File: config.mk
export PLATFORM = sky130hd
export DESIGN_NAME = pipe_mux_n_flat
export DESIGN_NICKNAME = d
export VERILOG_FILES = /design/src/rtl/pipe_mux_n_if.sv /design/src/rtl/pipe_mux_n.sv /design/src/flat_wrapper.sv
export SDC_FILE = /design/constraint.sdc
export NUM_CORES = 1
export LEC_CHECK = 0
export ABC_AREA = 1
export CORE_AREA = 2 2 432 434
export DETAILED_ROUTE_END_ITERATION = 16
export DIE_AREA = 0 0 434 436
export HOLD_SLACK_MARGIN = 0.12
export SLEW_MARGIN = 20
export SYNTH_ARGS = -nofsm -noshare
export SYNTH_HDL_FRONTEND = slang
export SYNTH_SLANG_ARGS = --single-unit
File: constraint.sdc
create_clock -name clk -period 2.9 [get_ports clk]
set_input_delay 0.435 -clock clk [delete_from_list [all_inputs] [get_ports clk]]
set_output_delay 0.435 -clock clk [all_outputs]
set_load 0.05 [all_outputs]
File: src/rtl/pipe_mux_n_if.sv
// Handshake bundle for pipe_mux_n: upstream select/data request, downstream result and sticky select error.
interface pipe_mux_n_if #(
  parameter int WIDTH = 64,
  parameter int N     = 16
) ();
  localparam int SW = (N > 1) ? $clog2(N) : 1;

  logic               in_valid;
  logic               in_ready;
  logic [N*WIDTH-1:0] in_data;
  logic [SW-1:0]      in_sel;
  logic               out_valid;
  logic               out_ready;
  logic [WIDTH-1:0]   out_data;
  logic               sel_err;

  modport master (
    output in_valid, in_data, in_sel, out_ready,
    input  in_ready, out_valid, out_data, sel_err
  );

  modport slave (
    input  in_valid, in_data, in_sel, out_ready,
    output in_ready, out_valid, out_data, sel_err
  );
endinterface

File: src/rtl/pipe_mux_n.sv
// Two-stage pipelined N:1 word mux with valid/ready stalls; stage 1 picks inside groups, stage 2 across groups.
// Optional sticky out-of-range select flag under `SEL_RANGE_CHECK_EN.
module pipe_mux_n_grp #(
  parameter int WIDTH = 64,
  parameter int GROUP = 4
) (
  input  logic                            clk,
  input  logic                            reset_n,
  input  logic                            en_i,
  input  logic [$clog2(GROUP)-1:0]        lsel_i,
  input  logic [GROUP-1:0][WIDTH-1:0]     words_i,
  output logic [WIDTH-1:0]                win_o
);
  logic [WIDTH-1:0] win_d, win_q;

  assign win_d = en_i ? words_i[lsel_i] : win_q;
  assign win_o = win_q;

  always_ff @(posedge clk or negedge reset_n)
    if (!reset_n) win_q <= '0;
    else          win_q <= win_d;
endmodule

module pipe_mux_n #(
  parameter int WIDTH = 64,
  parameter int N     = 16,
  parameter int GROUP = 4
) (
  input  logic        clk,
  input  logic        reset_n,
  pipe_mux_n_if.slave bus
);
  localparam int STAGES = 2;
  localparam int SW     = (N > 1) ? $clog2(N) : 1;
  localparam int LG     = $clog2(GROUP);
  localparam int NG     = (N + GROUP - 1) / GROUP;
  localparam int HSW    = (SW > LG) ? SW - LG : 1;
  localparam int NH     = 1 << HSW;

  typedef struct packed {
    logic [HSW-1:0] hs;
`ifdef SEL_RANGE_CHECK_EN
    logic           oor;
`endif
  } s1_meta_t;

  logic [STAGES:1]                vld_pipe_d, vld_pipe_q;
  logic                           s2_ld, s1_ld, acc, s2_take;
  logic [SW-1:0]                  sel;
  logic [NG*GROUP-1:0][WIDTH-1:0] pad;
  logic [NH-1:0][WIDTH-1:0]       win;
  s1_meta_t                       meta_d, meta_q;
  logic [WIDTH-1:0]               data_d, data_q;

  assign s2_ld        = !vld_pipe_q[2] || bus.out_ready;
  assign s1_ld        = !vld_pipe_q[1] || s2_ld;
  assign acc          = bus.in_valid && s1_ld;
  assign s2_take      = s2_ld && vld_pipe_q[1];
  assign sel          = bus.in_sel;
  assign bus.in_ready = s1_ld;

  // Indices past N are padded with zero so any out-of-range select yields zero data.
  for (genvar i = 0; i < NG*GROUP; i++) begin : g_pad
    if (i < N) begin : g_w
      assign pad[i] = bus.in_data[i*WIDTH +: WIDTH];
    end else begin : g_z
      assign pad[i] = '0;
    end
  end

  for (genvar g = 0; g < NH; g++) begin : g_grp
    if (g < NG) begin : g_lane
      pipe_mux_n_grp #(.WIDTH(WIDTH), .GROUP(GROUP)) u_grp (
        .clk     (clk),
        .reset_n (reset_n),
        .en_i    (acc),
        .lsel_i  (sel[LG-1:0]),
        .words_i (pad[g*GROUP +: GROUP]),
        .win_o   (win[g])
      );
    end else begin : g_none
      assign win[g] = '0;
    end
  end

  always_comb begin
    vld_pipe_d = vld_pipe_q;
    meta_d     = meta_q;
    data_d     = data_q;
    if (s1_ld) vld_pipe_d[1] = acc;
    if (s2_ld) vld_pipe_d[2] = vld_pipe_q[1];
    if (acc) begin
      meta_d.hs  = HSW'(sel >> LG);
`ifdef SEL_RANGE_CHECK_EN
      meta_d.oor = (32'(sel) >= 32'(N));
`endif
    end
    if (s2_take) begin
      data_d = win[meta_q.hs];
`ifdef SEL_RANGE_CHECK_EN
      if (meta_q.oor) data_d = '0;
`endif
    end
  end

  always_ff @(posedge clk or negedge reset_n)
    if (!reset_n) begin
      vld_pipe_q <= '0;
      meta_q     <= '0;
      data_q     <= '0;
    end else begin
      vld_pipe_q <= vld_pipe_d;
      meta_q     <= meta_d;
      data_q     <= data_d;
    end

`ifdef SEL_RANGE_CHECK_EN
  logic err_d, err_q;

  assign err_d = err_q || (s2_take && meta_q.oor);

  always_ff @(posedge clk or negedge reset_n)
    if (!reset_n) err_q <= 1'b0;
    else          err_q <= err_d;

  assign bus.sel_err = err_q;
`else
  assign bus.sel_err = 1'b0;
`endif

  assign bus.out_valid = vld_pipe_q[2];
  assign bus.out_data  = data_q;
endmodule

File: src/flat_wrapper.sv
// flat-port wrapper written by rule: the top's interface ports become plain ports
module pipe_mux_n_flat 
#(
  parameter int WIDTH = 64,
  parameter int N     = 16,
  parameter int GROUP = 4
)
  (clk, reset_n, bus_in_valid, bus_in_data, bus_in_sel, bus_out_ready, bus_in_ready, bus_out_valid, bus_out_data, bus_sel_err);
  pipe_mux_n_if #(.WIDTH(WIDTH), .N(N)) bus_i ();
  input  logic clk;
  input  logic reset_n;
  input wire logic [$bits(bus_i.in_valid)-1:0] bus_in_valid;
  input wire logic [$bits(bus_i.in_data)-1:0] bus_in_data;
  input wire logic [$bits(bus_i.in_sel)-1:0] bus_in_sel;
  input wire logic [$bits(bus_i.out_ready)-1:0] bus_out_ready;
  output wire logic [$bits(bus_i.in_ready)-1:0] bus_in_ready;
  output wire logic [$bits(bus_i.out_valid)-1:0] bus_out_valid;
  output wire logic [$bits(bus_i.out_data)-1:0] bus_out_data;
  output wire logic [$bits(bus_i.sel_err)-1:0] bus_sel_err;
  assign bus_i.in_valid = bus_in_valid;
  assign bus_i.in_data = bus_in_data;
  assign bus_i.in_sel = bus_in_sel;
  assign bus_i.out_ready = bus_out_ready;
  assign bus_in_ready = bus_i.in_ready;
  assign bus_out_valid = bus_i.out_valid;
  assign bus_out_data = bus_i.out_data;
  assign bus_sel_err = bus_i.sel_err;
  pipe_mux_n #(.WIDTH(WIDTH), .N(N), .GROUP(GROUP)) u_core (.clk(clk), .reset_n(reset_n), .bus(bus_i));
endmodule
==> results.md <==
* Vias in the first global route at 32200
* Final setup violating endpoints at 0
* Final Hold Vio Count at 0
* Largest net degree at the start of global routing at approximately 130
* Synth Area in Simple Gates at 46.7%
* GR Util All Layers at between 10% and 20%
* Count leader, synth: nand2_1
* # fillers at approximately 21000
* Final wirelength at between 150000 and 200000 um
* Worst-path fanout max at 3
* Crit path buffers/inverters at 1
* Synth Register Bits at approximately 320
* Switching pwr at just under 9000 uW
* Final std cells w/o fill at ~8600
* Commonest cells post-synth: nand2_1, inv_1, nand3_1, dfrtp_1, buf_2
* CTS tree: done
* Share of cells above drive strength 1 at approximately 3.3%
* Port Buffers at approximately 1100
* DP HPWL at about 140000 um
* Compound-Gate Fraction of Synth Area at less than 1%
* Net count, final at 7101
* Worst vdd ir at roughly 340 uV
* Die ar. at between 0.15 and 0.2 mm2
* Post-CTS sizing at 0
* P_int at around 13000 uW
* I/O pin count at roughly 1100
* Synth cell types at 15
* Mux cell area share after synthesis at 0%
* Max Cap Violations at 0
* Worst-Skew Late Latency at 0.64 ns
* Post-synthesis sequential area ratio at between 20% and 30%
* Area grow syn2layout at 55.4%
* CTS Buf Count at 45
* Gpl congestion at just over 0.9
* Yosys warnings at 0
* Vias per cell at 3.86
* Status: finished, final reports clean
* Final slew viol count at 0
* Post-Synthesis Net Count at around 6100
* Setup crit start kind: flop
* CP max stage cell: clkdlybuf4s50_1
* Leakage at about 0.025 uW
* Clock sink total at about 320
* Storage cell area at 0.00812 mm2
* DRT Pass-1 Iters at 6
* Area of the core at 0.185 mm2
* Crit Path Category: flop to primary output
* Post-synth EDFFs at 0
* F_max at between 400 and 500 MHz
* DRT antenna net count at 0
* Clk root buf: clkbuf_16
* Die width at 434 um
* Via Count at between 30000 and 40000
* Seq pwr share at 28.6%
* Arr. time, crit path at around 2 ns
* Clk pwr share at around 30%
* # DRC at 0
* Post-route clock period utilization at 85.5%
* Actual slew at the worst max-slew pin at 0.793 ns
* Post-Synth Adder-Cell Area at 0%
* DR WL/cell at 20.1 um
* Top post-synthesis cells by area: nand2_1, dfrtp_1, inv_1
* Power Density at about 500 mW/mm2
* Net Sw Frac at ~41%
* Logic pwr share at 41.8%
* CTS H-tree depth at 2
* Multi-input gate area at 0.0129 mm2
* CTS Buffer Depth at 3
* Clock Pin Slew Worst Setup and Hold Paths at 0.06 ns
* Setup tns final at 0 ns
* Inst Count DP at between 8000 and 9000
* Row Count at 158
* Synth Area in XOR/XNOR at 0%
* Die height at approximately 440 um
* Overflow after GRT at 0
* Initial Utilization at approximately 15%
* Slew headroom at 47.0%
* Crit path largest cell delay at approximately 0.83 ns
* Required time worst endpoint at 2.47 ns
* Critical path, cell by cell: nand3_2, clkdlybuf4s50_1
* Initial antenna violation count at 67
* Post-synth ARST share at 100%
* Global-route wire length before repair at roughly 240000 um
* Yosys top cell area share at 35.0%
* Mapped Cells at roughly 5000
* Clk_skew at roughly 0.033 ns
* Initial DRC count at roughly 2500
* Largest family of logic cells by synthesized area: simple AND/OR/NAND/NOR gates
* Unrepaired setup endpoints after global routing: false
* Ys flop type: dfrtp_1
* Critical Path Sink Type: primary output
* Min Clock Period, post-route at between 2 and 2.5 ns
* Top delay family on crit path: buffers and inverters
* Type of the worst min-delay path: primary input to flop
* Mapped cell area at around 0.028 mm2
* Area leader, netlist: nand2_1
* Syn avg cell area at ~5.4 um2
-- placed cells by master (no fill, tap or decap), types with 4 or more instances in the layout --
| master | count |
|---|---|
| buf_4 | 76 |
| dfrtp_1 | 322 |
| nand2_1 | 2565 |
| diode_2 | 13 |
| bufinv_16 | 7 |
| nand3_1 | 640 |
| clkbuf_1 | 5 |
| clkinv_2 | 4 |
| clkbuf_8 | 11 |
| clkbuf_16 | 46 |
| inv_1 | 1281 |
| clkdlybuf4s50_1 | 1089 |
| buf_12 | 31 |
-- registers in the layout, indices dropped and copies added (netlist names) --
register,count
u_core.vld_pipe_q,2
u_core.meta_q,2
u_core.g_grp.g_lane.u_grp.win_o,256
u_core.bus.out_data,64
-- cell type report --
cell class	instances	share of cell area, %
diodes	13	0.0760
well taps	2480	7.25
inverters	1287	11.4
flip-flops and latches	324	19.0
multi-input cells	3211	30.1
repair buffers	1200	28.4
clock inverters	21	0.783
clock buffers	62	3.09
-- worst register-to-register path: stages (launching register included) --
cell     delay [ns]
dfrtp_4        0.58
inv_6          0.25
buf_4          0.36
nand2_1        0.10
nand3_1        0.39
nand2_1        0.13
nand2_1        0.07
nand2_1        0.05
-- through the flow --
| step | hold slack (ns) | total power [uW] | utilization [%] | setup WS (ns) | instance area (um2) |
|---|---|---|---|---|---|
| 2_1_floorplan | 0.139 | 10500 | - | 1.04 | 27500 |
| 3_3_place_gp | 0.461 | 15200 | 22.3 | 0.534 | 41100 |
| 3_5_place_dp | 0.465 | 15300 | 22.3 | 0.559 | 41100 |
| 4_1_cts | 0.280 | 21800 | 23.2 | 0.332 | 42800 |
| 5_1_grt | 0.340 | 22600 | 23.2 | 0.338 | 42800 |
| 6_report | 0.349 | 21300 | 23.2 | 0.420 | 42800 |
-- what timing repair did --
| action | in CTS | in global routing |
|---|---|---|
| hold endpoints to repair | 46 | 0 |
| setup buffers | 0 | 0 |
| hold buffers | 1 | 0 |
| setup endpoints to repair | 0 | 0 |
-- logic make-up (layout without fill, tap and decap cells) --
group           count (synthesis)  in the layout
simple gates                 3208           3208
other cells                     1             14
flops                         324            324
buf+inv                      1569           2570
compound gates                  2              2
-- routing by layer --
layer	up-vias	share of wire, %	global-route usage [%]
met2	1084	50	31.5
met3	197	6.2	3.10
met5	-	0.081	0
met4	24	2.3	4.08
li1	16400	-	-
met1	15500	41	21.8
-- path summary, 6_finish.rpt --
kind	slack, ns	endpoint	cells after the start	startpoint
worst max-delay path	0.42	bus_in_ready	2	u_core.vld_pipe_q[1]
worst min-delay path	0.35	u_core.g_grp[0].g_lane.u_grp.win_o[58]	5	bus_in_sel[1]
worst max register to register	0.88	u_core.bus.out_data[22]	7	u_core.meta_q[0]
worst min register to register	0.48	u_core.bus.out_data[24]	2	u_core.bus.out_data[24]
max in group asynchronous	1.52	u_core.g_grp[0].g_lane.u_grp.win_o[37]	3	reset_n
min in group asynchronous	0.36	u_core.g_grp[0].g_lane.u_grp.win_o[21]	2	reset_n
-- power by group through the flow --
stage	Sequential [uW]	Combinational (uW)	Clock (uW)
2_1_floorplan	7220	3280	0
3_3_place_gp	6170	9070	0
3_5_place_dp	6170	9110	0
4_1_cts	6110	9150	6540
5_1_grt	6220	9750	6670
6_report	6110	8930	6300
No activity file was read; power rests on OpenSTA's default activity.
